$ cat src/rtl/unipolar_rz_pkg.sv
// Shared types and timing helpers for the unipolar RZ line receiver and transmitter.
package unipolar_rz_pkg;

  typedef enum logic [1:0] {
    SYNC,
    LOW,
    HIGH
  } rz_state_e;

  // Convert a time in seconds to a whole number of clock cycles, rounded to nearest.
  function automatic int cycles(input real seconds, input int clock_rate);
    return $rtoi(seconds * real'(clock_rate) + 0.5);
  endfunction

endpackage

$ cat src/rtl/unipolar_rz_sync.sv
// Two-flop synchroniser for the asynchronous serial line.
module unipolar_rz_sync #(
  parameter bit RESET_VALUE = 1'b0
) (
  input  logic clock,
  input  logic reset,
  input  logic d,
  output logic q
);

  logic [1:0] sync_q;
  logic [1:0] sync_d;

  always_comb sync_d = {sync_q[0], d};

  always_ff @(posedge clock) begin
    if (reset) sync_q <= {2{RESET_VALUE}};
    else       sync_q <= sync_d;
  end

  assign q = sync_q[1];

endmodule

$ cat src/rtl/unipolar_rz_receiver.sv
// Unipolar return-to-zero receiver: measures pulse widths on the line, shifts bits
// in LSB first and presents each completed word with a one-cycle valid pulse.
module unipolar_rz_receiver
  import unipolar_rz_pkg::*;
#(
  parameter int  DATA_WIDTH     = 8,
  parameter int  CLOCK_RATE     = 50000000,
  parameter real ZERO_HIGH_TIME = 0.4e-6,
  parameter real ONE_HIGH_TIME  = 0.8e-6,
  parameter real ZERO_LOW_TIME  = 0.85e-6,
  parameter real ONE_LOW_TIME   = 0.45e-6,
  parameter real RESET_TIME     = 50e-6,
  parameter bit  INVERT         = 1'b0
) (
  input  logic                  clock,
  input  logic                  reset,
  input  logic                  line,
  output logic [DATA_WIDTH-1:0] data,
  output logic                  data_valid,
  output logic                  error,
  output logic                  armed
);

  localparam int ONE_THRESH   = cycles((ZERO_HIGH_TIME + ONE_HIGH_TIME) / 2.0, CLOCK_RATE);
  localparam int MAX_HIGH     = cycles(2.0 * ONE_HIGH_TIME, CLOCK_RATE);
  localparam int RESET_DETECT = cycles(RESET_TIME / 2.0, CLOCK_RATE);
  localparam int ZERO_HIGH    = cycles(ZERO_HIGH_TIME, CLOCK_RATE);
  localparam int ZERO_LOW     = cycles(ZERO_LOW_TIME, CLOCK_RATE);
  localparam int ONE_LOW      = cycles(ONE_LOW_TIME, CLOCK_RATE);
  localparam int MAX_LOW      = (ZERO_LOW > ONE_LOW) ? ZERO_LOW : ONE_LOW;
  localparam int CNT_MAX      = (MAX_HIGH > RESET_DETECT) ? MAX_HIGH : RESET_DETECT;
  localparam int CW           = $clog2(CNT_MAX + 1);
  localparam int BW           = $clog2(DATA_WIDTH + 1);

  if (RESET_DETECT <= 2 * MAX_LOW) begin : g_bad_reset_time
    $error("RESET_DETECT is too short to separate a reset gap from a bit gap");
  end
  if (ONE_THRESH <= ZERO_HIGH) begin : g_bad_threshold
    $error("ONE_THRESH does not lie above the zero-bit high time");
  end

  function automatic logic [CW-1:0] sat_inc(input logic [CW-1:0] v);
    return (&v) ? v : v + CW'(1);
  endfunction

  logic line_s;
  logic ls;
  logic lq_q;
  logic rise;
  logic fall;

  unipolar_rz_sync #(.RESET_VALUE(INVERT)) u_sync (
    .clock (clock),
    .reset (reset),
    .d     (line),
    .q     (line_s)
  );

  assign ls   = line_s ^ INVERT;
  assign rise = ls & ~lq_q;
  assign fall = ~ls & lq_q;

  rz_state_e             state_q, state_d;
  logic [CW-1:0]         cnt_q, cnt_d, cnt_inc;
  logic [BW-1:0]         bit_cnt_q, bit_cnt_d;
  logic [DATA_WIDTH-1:0] shift_q, shift_d;
  logic [DATA_WIDTH-1:0] data_q, data_d;
  logic                  data_valid_q, data_valid_d;
  logic                  error_q, error_d;
  logic                  armed_q, armed_d;
  logic                  new_bit;

  always_comb begin
    state_d      = state_q;
    cnt_d        = cnt_q;
    bit_cnt_d    = bit_cnt_q;
    shift_d      = shift_q;
    data_d       = data_q;
    data_valid_d = 1'b0;
    error_d      = 1'b0;
    armed_d      = armed_q;
    cnt_inc      = sat_inc(cnt_q);
    new_bit      = (cnt_q >= CW'(ONE_THRESH));

    unique case (state_q)
      SYNC: begin
        if (ls) begin
          cnt_d = '0;
        end else begin
          cnt_d = cnt_inc;
          if (cnt_inc == CW'(RESET_DETECT)) begin
            state_d   = LOW;
            armed_d   = 1'b1;
            bit_cnt_d = '0;
            cnt_d     = '0;
          end
        end
      end
      LOW: begin
        if (rise) begin
          state_d = HIGH;
          cnt_d   = CW'(1);
        end else begin
          cnt_d = cnt_inc;
          // A reset gap only flags an error when it cuts a word short.
          if (cnt_inc == CW'(RESET_DETECT) && cnt_q != CW'(RESET_DETECT)) begin
            error_d   = (bit_cnt_q != '0);
            bit_cnt_d = '0;
          end
        end
      end
      HIGH: begin
        if (fall) begin
          shift_d = DATA_WIDTH'({new_bit, shift_q} >> 1);
          cnt_d   = '0;
          state_d = LOW;
          if (bit_cnt_q == BW'(DATA_WIDTH - 1)) begin
            bit_cnt_d    = '0;
            data_d       = shift_d;
            data_valid_d = 1'b1;
          end else begin
            bit_cnt_d = bit_cnt_q + BW'(1);
          end
        end else begin
          cnt_d = cnt_inc;
          if (cnt_inc > CW'(MAX_HIGH)) begin
            error_d   = 1'b1;
            armed_d   = 1'b0;
            bit_cnt_d = '0;
            cnt_d     = '0;
            state_d   = SYNC;
          end
        end
      end
      default: state_d = SYNC;
    endcase
  end

  always_ff @(posedge clock) begin
    if (reset) begin
      state_q      <= SYNC;
      cnt_q        <= '0;
      bit_cnt_q    <= '0;
      shift_q      <= '0;
      data_q       <= '0;
      data_valid_q <= 1'b0;
      error_q      <= 1'b0;
      armed_q      <= 1'b0;
      lq_q         <= 1'b0;
    end else begin
      state_q      <= state_d;
      cnt_q        <= cnt_d;
      bit_cnt_q    <= bit_cnt_d;
      shift_q      <= shift_d;
      data_q       <= data_d;
      data_valid_q <= data_valid_d;
      error_q      <= error_d;
      armed_q      <= armed_d;
      lq_q         <= ls;
    end
  end

  assign data       = data_q;
  assign data_valid = data_valid_q;
  assign error      = error_q;
  assign armed      = armed_q;

endmodule

$ cat config.mk
export PLATFORM = sky130hd
export DESIGN_NAME = unipolar_rz_receiver
export DESIGN_NICKNAME = d
export VERILOG_FILES = /design/src/rtl/unipolar_rz_pkg.sv /design/src/rtl/unipolar_rz_sync.sv /design/src/rtl/unipolar_rz_receiver.sv
export SDC_FILE = /design/constraint.sdc
export NUM_CORES = 1
export LEC_CHECK = 0
export ABC_AREA = 1
export BUFFER_PORTS_ARGS = -buffer_cell sky130_fd_sc_hd__clkbuf_2
export CORE_MARGIN = 2
export CORE_UTILIZATION = 60
export DETAILED_ROUTE_END_ITERATION = 6
export PLACE_DENSITY_LB_ADDON = 0.2
export REMOVE_ABC_BUFFERS = 1
export SYNTH_ARGS = -nofsm -noshare
export SYNTH_HDL_FRONTEND = slang
export SYNTH_SLANG_ARGS = --single-unit
$ cat constraint.sdc
create_clock -name clock -period 2.5 [get_ports clock]
set_input_delay 0.375 -clock clock [delete_from_list [all_inputs] [get_ports clock]]
set_output_delay 0.375 -clock clock [all_outputs]
set_load 0.005 [all_outputs]
==> Flow_metrics.wiki, run 1 <==
{| class="wikitable"
! Metric !! Value
|-
| Run status || completed
|-
| Maximum level of the CTS H-tree || 2
|-
| Area of the core || 0.00369 mm^2
|-
| Number of hold-slack violations in the final timing report || 0
|-
| Terminating pin of the worst hold path || u_sync.sync_q[0]
|-
| Global-route wire length before repair || 8720 um
|-
| Number of top-level pins || 14
|-
| Kind of end point of the critical path || flip-flop
|-
| WS Path Type || reg -> reg
|-
| Initial DRT Pass Iterations || 4
|-
| Number of core rows || 22
|-
| Antenna Nets Post-Route || 0
|-
| Clock transition at the registers of the reported paths || approximately 0.080 ns
|-
| Buffer type at the clock tree root || clkbuf_8
|-
| Vias in the first global route || 1824
|-
| Worst-path maximum fanout || 12
|-
| Count of warnings emitted by yosys || 0
|-
| Worst path arrival time || between 2 and 2.5 ns
|-
| Fraction of final layout cells sized beyond drive strength 1 || between 15 and 20%
|-
| Effective utilization at floorplan || a little over three fifths
|-
| Leading cell types by total area after synthesis || dfxtp_1, nand2_1, nand3_1, inv_1, nor2_1
|-
| Slew at the pin with the worst max-slew slack || 0.681 ns
|-
| WL final || 5200 um
|-
| Leakage power summed over all cells || about 0.0011 uW
|-
| Die Footprint || 0.00438 mm^2
|-
| Commonest cells after routing, fill and taps aside || nand2_1, inv_1, dfxtp_1
|-
| Mean Syn Cell Area || roughly 7.1 um^2
|-
| Maximum number of pins on one net before global-route repair || 21
|-
| Average routed wire per standard cell || approximately 13 um
|-
| Min Tclk post-route || between 2 and 2.5 ns
|-
| Final worst-path cycle share || 89.6%
|-
| Routability congestion estimate from global placement || around 0.96
|-
| Final setup skew || just under 0.008 ns
|-
| Buffers inserted by post-CTS timing repair || 0
|-
| Startpoint of the tightest hold check path || line
|-
| Total of buffers placed on input and output ports || 13
|-
| Clk sinks || 38
|-
| Worst hold path stage count || 3
|-
| Combined area of all synthesized cells || about 0.0023 mm^2
|-
| Nature of the critical path startpoint || flip-flop
|-
| Gate count after technology mapping || between 300 and 400
|-
| Share of flip-flops with an asynchronous set or reset || 0%
|-
| Number of antenna diodes || 0
|-
| Setup repair after global routing missed its margin || no
|-
| Remaining Overflow, GRT || 0
|-
| Setup total negative slack || 0 ns
|-
| Horizontal die dimension || between 60 and 70 um
|-
| Fill count || around 330
|-
| Vias post-DR || between 2k and 2.5k
|-
| Synthesis-stage register bit count || 38
|-
| Maximum clock rate || between 0.4 and 0.5 GHz
|-
| Fin nets || between 300 and 400
|-
| Post-synth top area share || roughly a third
|-
| Dpl hpwl || roughly 3800 um
|-
| Reg2reg end || cnt_q[6]
|-
| Final setup violation count || 0
|-
| Library cell with the largest summed area after synthesis || dfxtp_1
|-
| Beginning of the worst register-to-register path || cnt_q[0]
|-
| Clock insertion delay at the later pin of the skew report || ~0.29 ns
|-
| Number of buffers created by CTS || 5
|-
| Clock tree from TritonCTS || built
|-
| Most common cell after layout, fill and taps aside || nand2_1
|-
| Worst-case register-to-register setup slack || 0.26 ns
|-
| Cell area power density || 784 mW/mm^2
|-
| Number of max-slew violations in the final report || 0
|-
| Vias per inst || roughly 5.5
|-
| Die Height || between 60 and 70 um
|-
| # DRC || 0
|-
| Primary flip-flop cell chosen by synthesis mapping || dfxtp_1
|-
| Depth of the worst register-to-register path || 14
|-
| GRT Total Usage || 26.3%
|-
| Final Power || between 2000 and 2500 uW
|-
| Count of different cell masters after synthesis || 36
|-
| Initial antenna violation count || 0
|-
| Maximum ir drop on the vdd rail || between 700 and 800 uV
|-
| Share of synthesized area occupied by flip-flops and latches || 32.8%
|-
| Clock Path Buffers || 2
|-
| Layout Area Growth over Synthesis || 10.4%
|-
| Required time at the worst-slack endpoint || 2.71 ns
|-
| Tightest slew margin relative to the limit || between 50 and 60%
|-
| Hold Crit Class || in -> reg
|-
| Maxcap violations || 0
|-
| Number of enable-type register cells in the synthesized netlist || 0
|-
| First-iteration detailed-routing DRC count || around 180
|}
worst max-delay path by stage:
stage              from            to  slack, ns  depth (start not counted)
4_1_cts        cnt_q[1]      cnt_q[6]       0.21                         13
3_3_place_gp   cnt_q[0]  bit_cnt_q[0]       0.28                         15
3_5_place_dp   cnt_q[1]      cnt_q[6]       0.23                         13
6_report       cnt_q[0]      cnt_q[6]       0.26                         14
5_1_grt        cnt_q[1]      cnt_q[6]       0.11                         13
2_1_floorplan  cnt_q[0]  bit_cnt_q[2]       0.49                         15
final cells by class:
class / count / area [um^2] / share of cell area, %
clock inverter: 3 / 68.8 / 2.69
tap: 48 / 60.1 / 2.35
inverter: 47 / 176 / 6.89
clock buffer: 5 / 68.8 / 2.69
multi-input combinational: 232 / 1340 / 52.2
timing repair buffer: 16 / 87.6 / 3.42
sequential: 38 / 761 / 29.7
worst max-delay path: stages (launching register included):
cell and delay [ns]:
dfxtp_1 0.36, ha_1 0.25, inv_1 0.11, nor2_4 0.07, nand3_4 0.16, inv_1 0.09
nor2_1 0.21, nand2_2 0.09, nor2_4 0.18, nand2_2 0.08, nand2_2 0.08, nand2_4 0.08
nand3_4 0.13, nand3_1 0.11, a21oi_1 0.15
cell usage after synthesis, drive strengths merged (2+ instances only):
library cell  number
nand4              3
o22ai              2
a21oi             26
inv               47
nor2              44
nor3               2
nand2             66
clkbuf             5
buf                4
nand3b             3
dfxtp             38
xnor2              2
o21ai             23
ha                 9
nor4               2
nand3             43
metrics by stage:
stage | cell area (um^2) | hold WS (ns) | cells | utilization, % | setup WS (ns)
2_1_floorplan | 2270 | 0.388 | 317 | - | 0.494
3_3_place_gp | 2410 | 0.395 | 381 | 65.4 | 0.284
3_5_place_dp | 2410 | 0.396 | 381 | 65.4 | 0.233
4_1_cts | 2550 | 0.278 | 389 | 69.2 | 0.207
5_1_grt | 2560 | 0.288 | 389 | 69.4 | 0.113
6_report | 2560 | 0.280 | 389 | 69.4 | 0.260
power by group:
group          internal, uW  switching (uW)  total, uW
logic                   235             427        662
registers               660            58.4        719
clock network           400             226        626
state kept, by name, summed over array words and instances, names as in the netlist:
| name | count |
|---|---|
| state_q | 2 |
| data_valid | 1 |
| armed | 1 |
| data | 8 |
| error | 1 |
| cnt_q | 11 |
| lq_q | 1 |
| shift_q | 7 |
| u_sync.sync_q | 2 |
| bit_cnt_q | 4 |
timing repair:
item	CTS	global route
gates resized for setup	0	1
hold buffers	0	0
setup endpoints to repair	0	2
per-layer routing:
metal  GRT usage (%)  vias up  part of all wire, %
met1            38.8      962                   47
met2            38.4       78                   44
li1                -     1082                    -
met4            7.91        0                  1.4
met3            5.62        8                  7.3
met5               0        -                    0
cell families (layout without fill, tap and decap cells):
group           Yosys count  after routing  synth area share, %
buf+inv                  56             71                 9.88
xor+xnor                  3              3                 1.13
simple gates            165            165                 38.4
compound gates           55             55                 12.9
fa+ha+maj                 9              9                 4.86
flops                    38             38                 32.8
No activity file was read; power rests on OpenSTA's default activity.
==> inputs of run 2 (changes only) <==
--- a/config.mk
+++ b/config.mk
@@ -12,6 +12,7 @@
 export DETAILED_ROUTE_END_ITERATION = 6
 export PLACE_DENSITY_LB_ADDON = 0.2
 export REMOVE_ABC_BUFFERS = 1
+export SETUP_SLACK_MARGIN = 0.4
 export SYNTH_ARGS = -nofsm -noshare
 export SYNTH_HDL_FRONTEND = slang
 export SYNTH_SLANG_ARGS = --single-unit
==> Flow_metrics.wiki, run 2 (synthesis gave the netlist of run 1 again) <==
{| class="wikitable"
! Metric !! Value
|-
| Antenna Nets Post-Route || 0 (unchanged)
|-
| Number of hold-slack violations in the final timing report || 0 (unchanged)
|-
| WL final || 6130 um (+18%)
|-
| Vias in the first global route || 1848 (+1.3%)
|-
| Net Switching || 810 uW (+14%)
|-
| Clk sinks || 38 (unchanged)
|-
| Effective utilization at floorplan || 62.9% (unchanged)
|-
| Final Power || 2170 uW (+8.3%)
|-
| Vias post-DR || 2336 (+9.7%)
|-
| Clock Path Buffers || 2 (unchanged)
|-
| Global-route wire length before repair || 8870 um (+1.7%)
|-
| Cell area power density || 793 mW/mm^2 (+1.1%)
|-
| Average routed wire per standard cell || 15.4 um (+15%)
|-
| Internal power component || 1360 uW (+5.3%)
|-
| Initial antenna violation count || 0 (unchanged)
|-
| Clock tree from TritonCTS || built
|-
| Maximum number of pins on one net before global-route repair || 21 (unchanged)
|-
| Number of max-slew violations in the final report || 0 (unchanged)
|-
| Post-placement cell count || 381 (unchanged)
|-
| Total of buffers placed on input and output ports || 13 (unchanged)
|-
| Number of buffers created by CTS || 5 (unchanged)
|-
| Depth of the worst register-to-register path || 13 (-1)
|-
| Commonest cells after routing, fill and taps aside || nand2_1, inv_1, nor2_1, nand3_1, dfxtp_1
|-
| Fill count || 277 (-15%)
|-
| Fraction of power spent switching nets || 37.3% (+1.8 points)
|-
| Final std cells w/o fill || 399 (+2.6%)
|-
| Remaining Overflow, GRT || 0 (unchanged)
|-
| Maxcap violations || 0 (unchanged)
|-
| Design area || 0.00274 mm^2 (+7.1%)
|-
| Fin nets || 362 (+2.8%)
|-
| Largest register by flop count || cnt_q
|-
| Setup total negative slack || 0 ns (unchanged)
|-
| Slew at the pin with the worst max-slew slack || 1.08 ns (+0.399 ns)
|-
| Reg2reg end || cnt_q[6]
|-
| Routability congestion estimate from global placement || 0.960 (unchanged)
|-
| Worst-case register-to-register setup slack || 0.35 ns (+0.09 ns)
|-
| Fraction of final layout cells sized beyond drive strength 1 || 27.4% (+10 points)
|-
| Largest delay contributor family on the critical path || simple AND/OR/NAND/NOR gates
|-
| Setup repair after global routing missed its margin || yes
|-
| Worst hold path stage count || 3 (unchanged)
|-
| Hold Crit Class || in -> reg
|-
| Leakage power summed over all cells || 0.00117 uW (+4.9%)
|-
| Maximum level of the CTS H-tree || 2 (unchanged)
|-
| Clock transition at the registers of the reported paths || 0.08 ns (about the same)
|-
| Startpoint of the tightest hold check path || line
|-
| Worst path arrival time || 2.36 ns (-0.09 ns)
|-
| Hold-fix buffers at CTS || 0 (unchanged)
|-
| Buffer type at the clock tree root || clkbuf_8
|-
| Kind of end point of the critical path || flip-flop
|-
| Portion of total power attributed to the clock network || 28.8% (-2.4 points)
|-
| Maximum ir drop on the vdd rail || 761 uV (-2.7%)
|-
| Final setup violation count || 0 (unchanged)
|-
| Tightest slew margin relative to the limit || 27.2% (-27 points)
|-
| Worst-path maximum fanout || 6 (-6)
|-
| Most common cell after layout, fill and taps aside || nand2_1
|-
| Min Tclk post-route || 2.15 ns (-0.0854 ns)
|-
| Layout Area Growth over Synthesis || 18.2%
|-
| Run status || completed
|-
| Initial DRT Pass Iterations || 5 (+1)
|-
| # DRC || 0 (unchanged)
|-
| Sequential fraction of design power || 33.7% (-2.1 points)
|-
| GRT Total Usage || 26.8% (+0.50 points)
|-
| First-iteration detailed-routing DRC count || 325 (+82%)
|-
| Worst-path cell with the longest stage delay || dfxtp_4
|-
| Number of top-level pins || 14 (unchanged)
|-
| Cells along the critical path || ha_4 -> inv_2 -> nor2_4 -> nand2_2 -> o21ai_2 -> inv_1 -> nor2_1 -> nand3_1 -> nand2_2 -> nand2_4 -> nand3_4 -> nand3_1 -> a21oi_1
|-
| Die Footprint || 0.00438 mm^2 (unchanged)
|-
| Clock insertion delay at the later pin of the skew report || 0.29 ns (about the same)
|-
| Final setup skew || 0.00723 ns (-0.000725 ns)
|-
| Logic gate share of total power || 37.5% (+4.5 points)
|-
| Max reg flops || 11 (unchanged)
|-
| Final worst hold slack || 0.278 ns (-0.00105 ns)
|-
| Horizontal die dimension || 66.2 um (unchanged)
|-
| Number of core rows || 22 (unchanged)
|-
| Nature of the critical path startpoint || flip-flop
|-
| Final worst-path cycle share || 86.2% (-3.4 points)
|-
| Die Height || 66.2 um (unchanged)
|-
| Vias per inst || 5.85 (+6.9%)
|-
| Beginning of the worst register-to-register path || cnt_q[1]
|-
| Terminating pin of the worst hold path || u_sync.sync_q[0]
|-
| WS Path Type || reg -> reg
|-
| CP bufs+invs || 2 (unchanged)
|-
| Number of antenna diodes || 0 (unchanged)
|-
| Post-detailed-placement cell area || 0.00241 mm^2 (unchanged)
|-
| Sequential Area || 776 um^2 (+2.0%)
|-
| Maximum clock rate || 0.464 GHz (+4.0%)
|-
| Dpl hpwl || 3800 um (unchanged)
|-
| Area of the core || 0.00369 mm^2 (unchanged)
|-
| Multi-input gate area in the final layout || 0.00144 mm^2 (+8.0%)
|-
| Delay of the slowest critical-path stage || 0.38 ns (+0.02 ns)
|-
| Required time at the worst-slack endpoint || 2.71 ns (about the same)
|}
run 2: final cells by class:
type	count	area share, %
Inverter	47	6.44
Multi-Input combinational cell	234	52.6
Timing Repair Buffer	24	5.39
Clock inverter	3	2.51
Sequential cell	38	28.3
Tap cell	48	2.19
Clock buffer	5	2.51
run 2: power by group through the flow:
stage                     combinational (uW)  sequential [uW]  clock, uW
after floorplan                          516              718          0
after global placement                   633              726          0
after detailed placement                 637              731          0
after CTS                                652              721        632
after global routing                     878              739        661
final                                    815              733        626
run 2: how the worst max path moves through the flow:
stage          cells past startpoint  slack [ns]     start            to
4_1_cts                           14        0.41  cnt_q[2]      cnt_q[6]
3_5_place_dp                      13        0.23  cnt_q[1]      cnt_q[6]
5_1_grt                           13        0.20  cnt_q[1]      cnt_q[6]
3_3_place_gp                      15        0.28  cnt_q[0]  bit_cnt_q[0]
6_report                          13        0.35  cnt_q[1]      cnt_q[6]
2_1_floorplan                     15        0.49  cnt_q[0]  bit_cnt_q[2]
run 2: layer usage:
metal	vias to the layer above	global-route usage (%)	part of all wire [%]
met5	-	0	0
met1	1063	39.0	43
met4	0	8.42	2.7
met2	138	38.9	45
li1	1104	-	-
met3	31	6.64	9.3
run 2: worst register-to-register path: cells and delay by family (launching register included):
family,cells,cell delay [ns]
AO/OA/AOI/OAI,2,0.31
adder cells (fa/ha/maj),1,0.15
AND/OR/NAND/NOR,8,1.07
flip-flops,1,0.38
buffers and inverters,2,0.15
run 2: metrics by stage:
stage	worst slack (ns)	util, %
floorplan	0.494	-
global placement	0.284	65.4
detailed placement	0.233	65.4
CTS	0.407	69.9
global route	0.200	74.3
finish	0.345	74.3
run 2: timing repair:
action                     4_1_cts  5_1_grt
setup endpoints to repair       19       25
pin swaps                        1       17
setup buffers                    2        6
gates cloned                     0        2
hold endpoints to repair         0        0
resized for setup                4       32
==> inputs of run 3 (changes only) <==
--- a/config.mk
+++ b/config.mk
@@ -10,9 +10,8 @@
 export CORE_MARGIN = 2
 export CORE_UTILIZATION = 60
 export DETAILED_ROUTE_END_ITERATION = 6
-export PLACE_DENSITY_LB_ADDON = 0.2
+export PLACE_DENSITY = 0.79
 export REMOVE_ABC_BUFFERS = 1
-export SETUP_SLACK_MARGIN = 0.4
 export SYNTH_ARGS = -nofsm -noshare
 export SYNTH_HDL_FRONTEND = slang
 export SYNTH_SLANG_ARGS = --single-unit
==> Flow_metrics.wiki, run 3 (synthesis gave the netlist of run 1 again) <==
{| class="wikitable"
! Metric !! Value
|-
| Effective utilization at floorplan || 62.9% (unchanged)
|-
| Run status || completed
|-
| Number of antenna diodes || 0 (unchanged)
|-
| Clk sinks || 38 (unchanged)
|-
| Number of max-slew violations in the final report || 0 (unchanged)
|-
| Total of buffers placed on input and output ports || 13 (unchanged)
|-
| Min Tclk post-route || 2.23 ns (+0.0769 ns)
|-
| Worst-path maximum fanout || 12 (+6)
|-
| WL final || 5090 um (-17%)
|-
| Terminating pin of the worst hold path || u_sync.sync_q[0]
|-
| Cells along the critical path || ha_1 -> inv_1 -> nor2_4 -> nand3_4 -> inv_1 -> nor2_1 -> nand2_2 -> nor2_4 -> nand3_1 -> nand2_2 -> nand2_4 -> nor2_8 -> nand2_1 -> nand2_1 -> nor2_1
|-
| Final worst-path cycle share || 89.3% (+3.1 points)
|-
| Area of the core || 0.00369 mm^2 (unchanged)
|-
| Number of core rows || 22 (unchanged)
|-
| Kind of end point of the critical path || flip-flop
|-
| Worst-case register-to-register setup slack || 0.27 ns (-0.08 ns)
|-
| Largest register by flop count || cnt_q
|-
| Maximum clock rate || 0.448 GHz (-3.4%)
|-
| Commonest cells after routing, fill and taps aside || nand2_1, inv_1, dfxtp_1
|-
| Fraction of final layout cells sized beyond drive strength 1 || 17.1% (-10 points)
|-
| Leakage power summed over all cells || 0.00110 uW (-5.7%)
|-
| Delay of the slowest critical-path stage || 0.36 ns (-0.02 ns)
|-
| Clock Path Buffers || 2 (unchanged)
|-
| Hold Crit Class || in -> reg
|-
| First-iteration detailed-routing DRC count || 218 (-33%)
|-
| Number of top-level pins || 14 (unchanged)
|-
| Antenna Nets Post-Route || 0 (unchanged)
|-
| Worst-path cell with the longest stage delay || dfxtp_1
|-
| Final std cells w/o fill || 388 (-2.8%)
|-
| Dpl hpwl || 3730 um (-1.8%)
|-
| Post-placement cell count || 381 (unchanged)
|-
| Final setup skew || 0.00777 ns (+0.000542 ns)
|-
| Slew at the pin with the worst max-slew slack || 0.595 ns (-0.485 ns)
|-
| Fin nets || 352 (-2.8%)
|-
| Number of hold-slack violations in the final timing report || 0 (unchanged)
|-
| Maximum level of the CTS H-tree || 2 (unchanged)
|-
| Die Footprint || 0.00438 mm^2 (unchanged)
|-
| Remaining Overflow, GRT || 0 (unchanged)
|-
| Initial DRT Pass Iterations || 4 (-1)
|-
| Most common cell after layout, fill and taps aside || nand2_1
|-
| WS Path Type || reg -> reg
|-
| Final worst hold slack || 0.275 ns (-0.00355 ns)
|-
| Global-route wire length before repair || 8470 um (-4.5%)
|-
| Nature of the critical path startpoint || flip-flop
|-
| GRT Total Usage || 25.8% (-1.1 points)
|-
| Layout Area Growth over Synthesis || 9.28%
|-
| Startpoint of the tightest hold check path || line
|-
| Average routed wire per standard cell || 13.1 um (-15%)
|-
| Routability congestion estimate from global placement || 0.917 (-4.4%)
|-
| Design area || 0.00253 mm^2 (-7.5%)
|-
| Hold-fix buffers at CTS || 0 (unchanged)
|-
| Vias in the first global route || 1868 (+1.1%)
|-
| Maximum number of pins on one net before global-route repair || 21 (unchanged)
|-
| Buffers inserted by post-CTS timing repair || 0 (-2)
|-
| Setup repair after global routing missed its margin || no
|-
| Depth of the worst register-to-register path || 15 (+2)
|-
| Clock insertion delay at the later pin of the skew report || 0.29 ns (about the same)
|-
| Required time at the worst-slack endpoint || 2.69 ns (-0.02 ns)
|-
| Tightest slew margin relative to the limit || 59.9% (+33 points)
|-
| Initial antenna violation count || 0 (unchanged)
|-
| Horizontal die dimension || 66.2 um (unchanged)
|-
| CP bufs+invs || 2 (unchanged)
|-
| Gates resized, CTS repair || 0 (-4)
|-
| Reg2reg end || bit_cnt_q[0]
|-
| Die Height || 66.2 um (unchanged)
|-
| Final setup violation count || 0 (unchanged)
|-
| Maxcap violations || 0 (unchanged)
|-
| Worst hold path stage count || 3 (unchanged)
|-
| Max reg flops || 11 (unchanged)
|-
| Vias post-DR || 2120 (-9.2%)
|-
| Setup total negative slack || 0 ns (unchanged)
|-
| Fill count || 318 (+15%)
|-
| Largest delay contributor family on the critical path || simple AND/OR/NAND/NOR gates
|-
| Clock tree from TritonCTS || built
|-
| Buffer type at the clock tree root || clkbuf_8
|-
| Clock transition at the registers of the reported paths || 0.08 ns (about the same)
|-
| Beginning of the worst register-to-register path || cnt_q[0]
|-
| Cell area power density || 755 mW/mm^2 (-4.8%)
|-
| Number of buffers created by CTS || 5 (unchanged)
|-
| # DRC || 0 (unchanged)
|-
| Vias per inst || 5.46 (-6.7%)
|-
| Post-detailed-placement cell area || 0.00241 mm^2 (unchanged)
|-
| Worst path arrival time || 2.42 ns (+0.06 ns)
|-
| Maximum ir drop on the vdd rail || 446 uV (-41%)
|}
## run 3: through the flow
stage	setup WS, ns	total power (uW)	utilization [%]
after CTS	0.216	1910	68.5
after floorplan	0.494	1230	-
after global routing	0.0571	2020	68.7
after global placement	0.305	1360	65.4
final	0.268	1910	68.7
after detailed placement	0.250	1370	65.4
## run 3: area by class of cell
type                            count  area (um^2)  share of cell area, %
Inverter                           47          176                   6.96
Sequential cell                    38          761                   30.0
Tap cell                           48         60.1                   2.37
Multi-Input combinational cell    232         1340                   52.7
Timing Repair Buffer               16         87.6                   3.46
Clock buffer                        6         82.6                   3.26
Clock inverter                      1         30.0                   1.19
## run 3: how the worst max path moves through the flow
stage          depth (start not counted)     start           end
2_1_floorplan                         15  cnt_q[0]  bit_cnt_q[2]
3_3_place_gp                          15  cnt_q[0]  bit_cnt_q[1]
3_5_place_dp                          15  cnt_q[0]  bit_cnt_q[1]
4_1_cts                               15  cnt_q[0]  bit_cnt_q[0]
5_1_grt                               16  cnt_q[1]  bit_cnt_q[1]
6_report                              15  cnt_q[0]  bit_cnt_q[0]
## run 3: where the power goes
| part | internal, uW | switching, uW | total, uW |
|---|---|---|---|
| combinational | 235 | 423 | 658 |
| clock | 319 | 218 | 537 |
| sequential | 660 | 58.8 | 719 |
## run 3: per-layer routing
metal / share of wire (%) / track usage, % / wire length (um)
met1: 49 / 36.7 / 2520
met2: 43 / 38.0 / 2200
met3: 5.5 / 6.47 / 282
met4: 1.8 / 8.16 / 93
met5: 0 / 0 / 0
## run 3: tightest hold or removal path, delay by kind of cell
family	cells	cell delay, ns
buffers and inverters	2	0.12
AND/OR/NAND/NOR	1	0.03
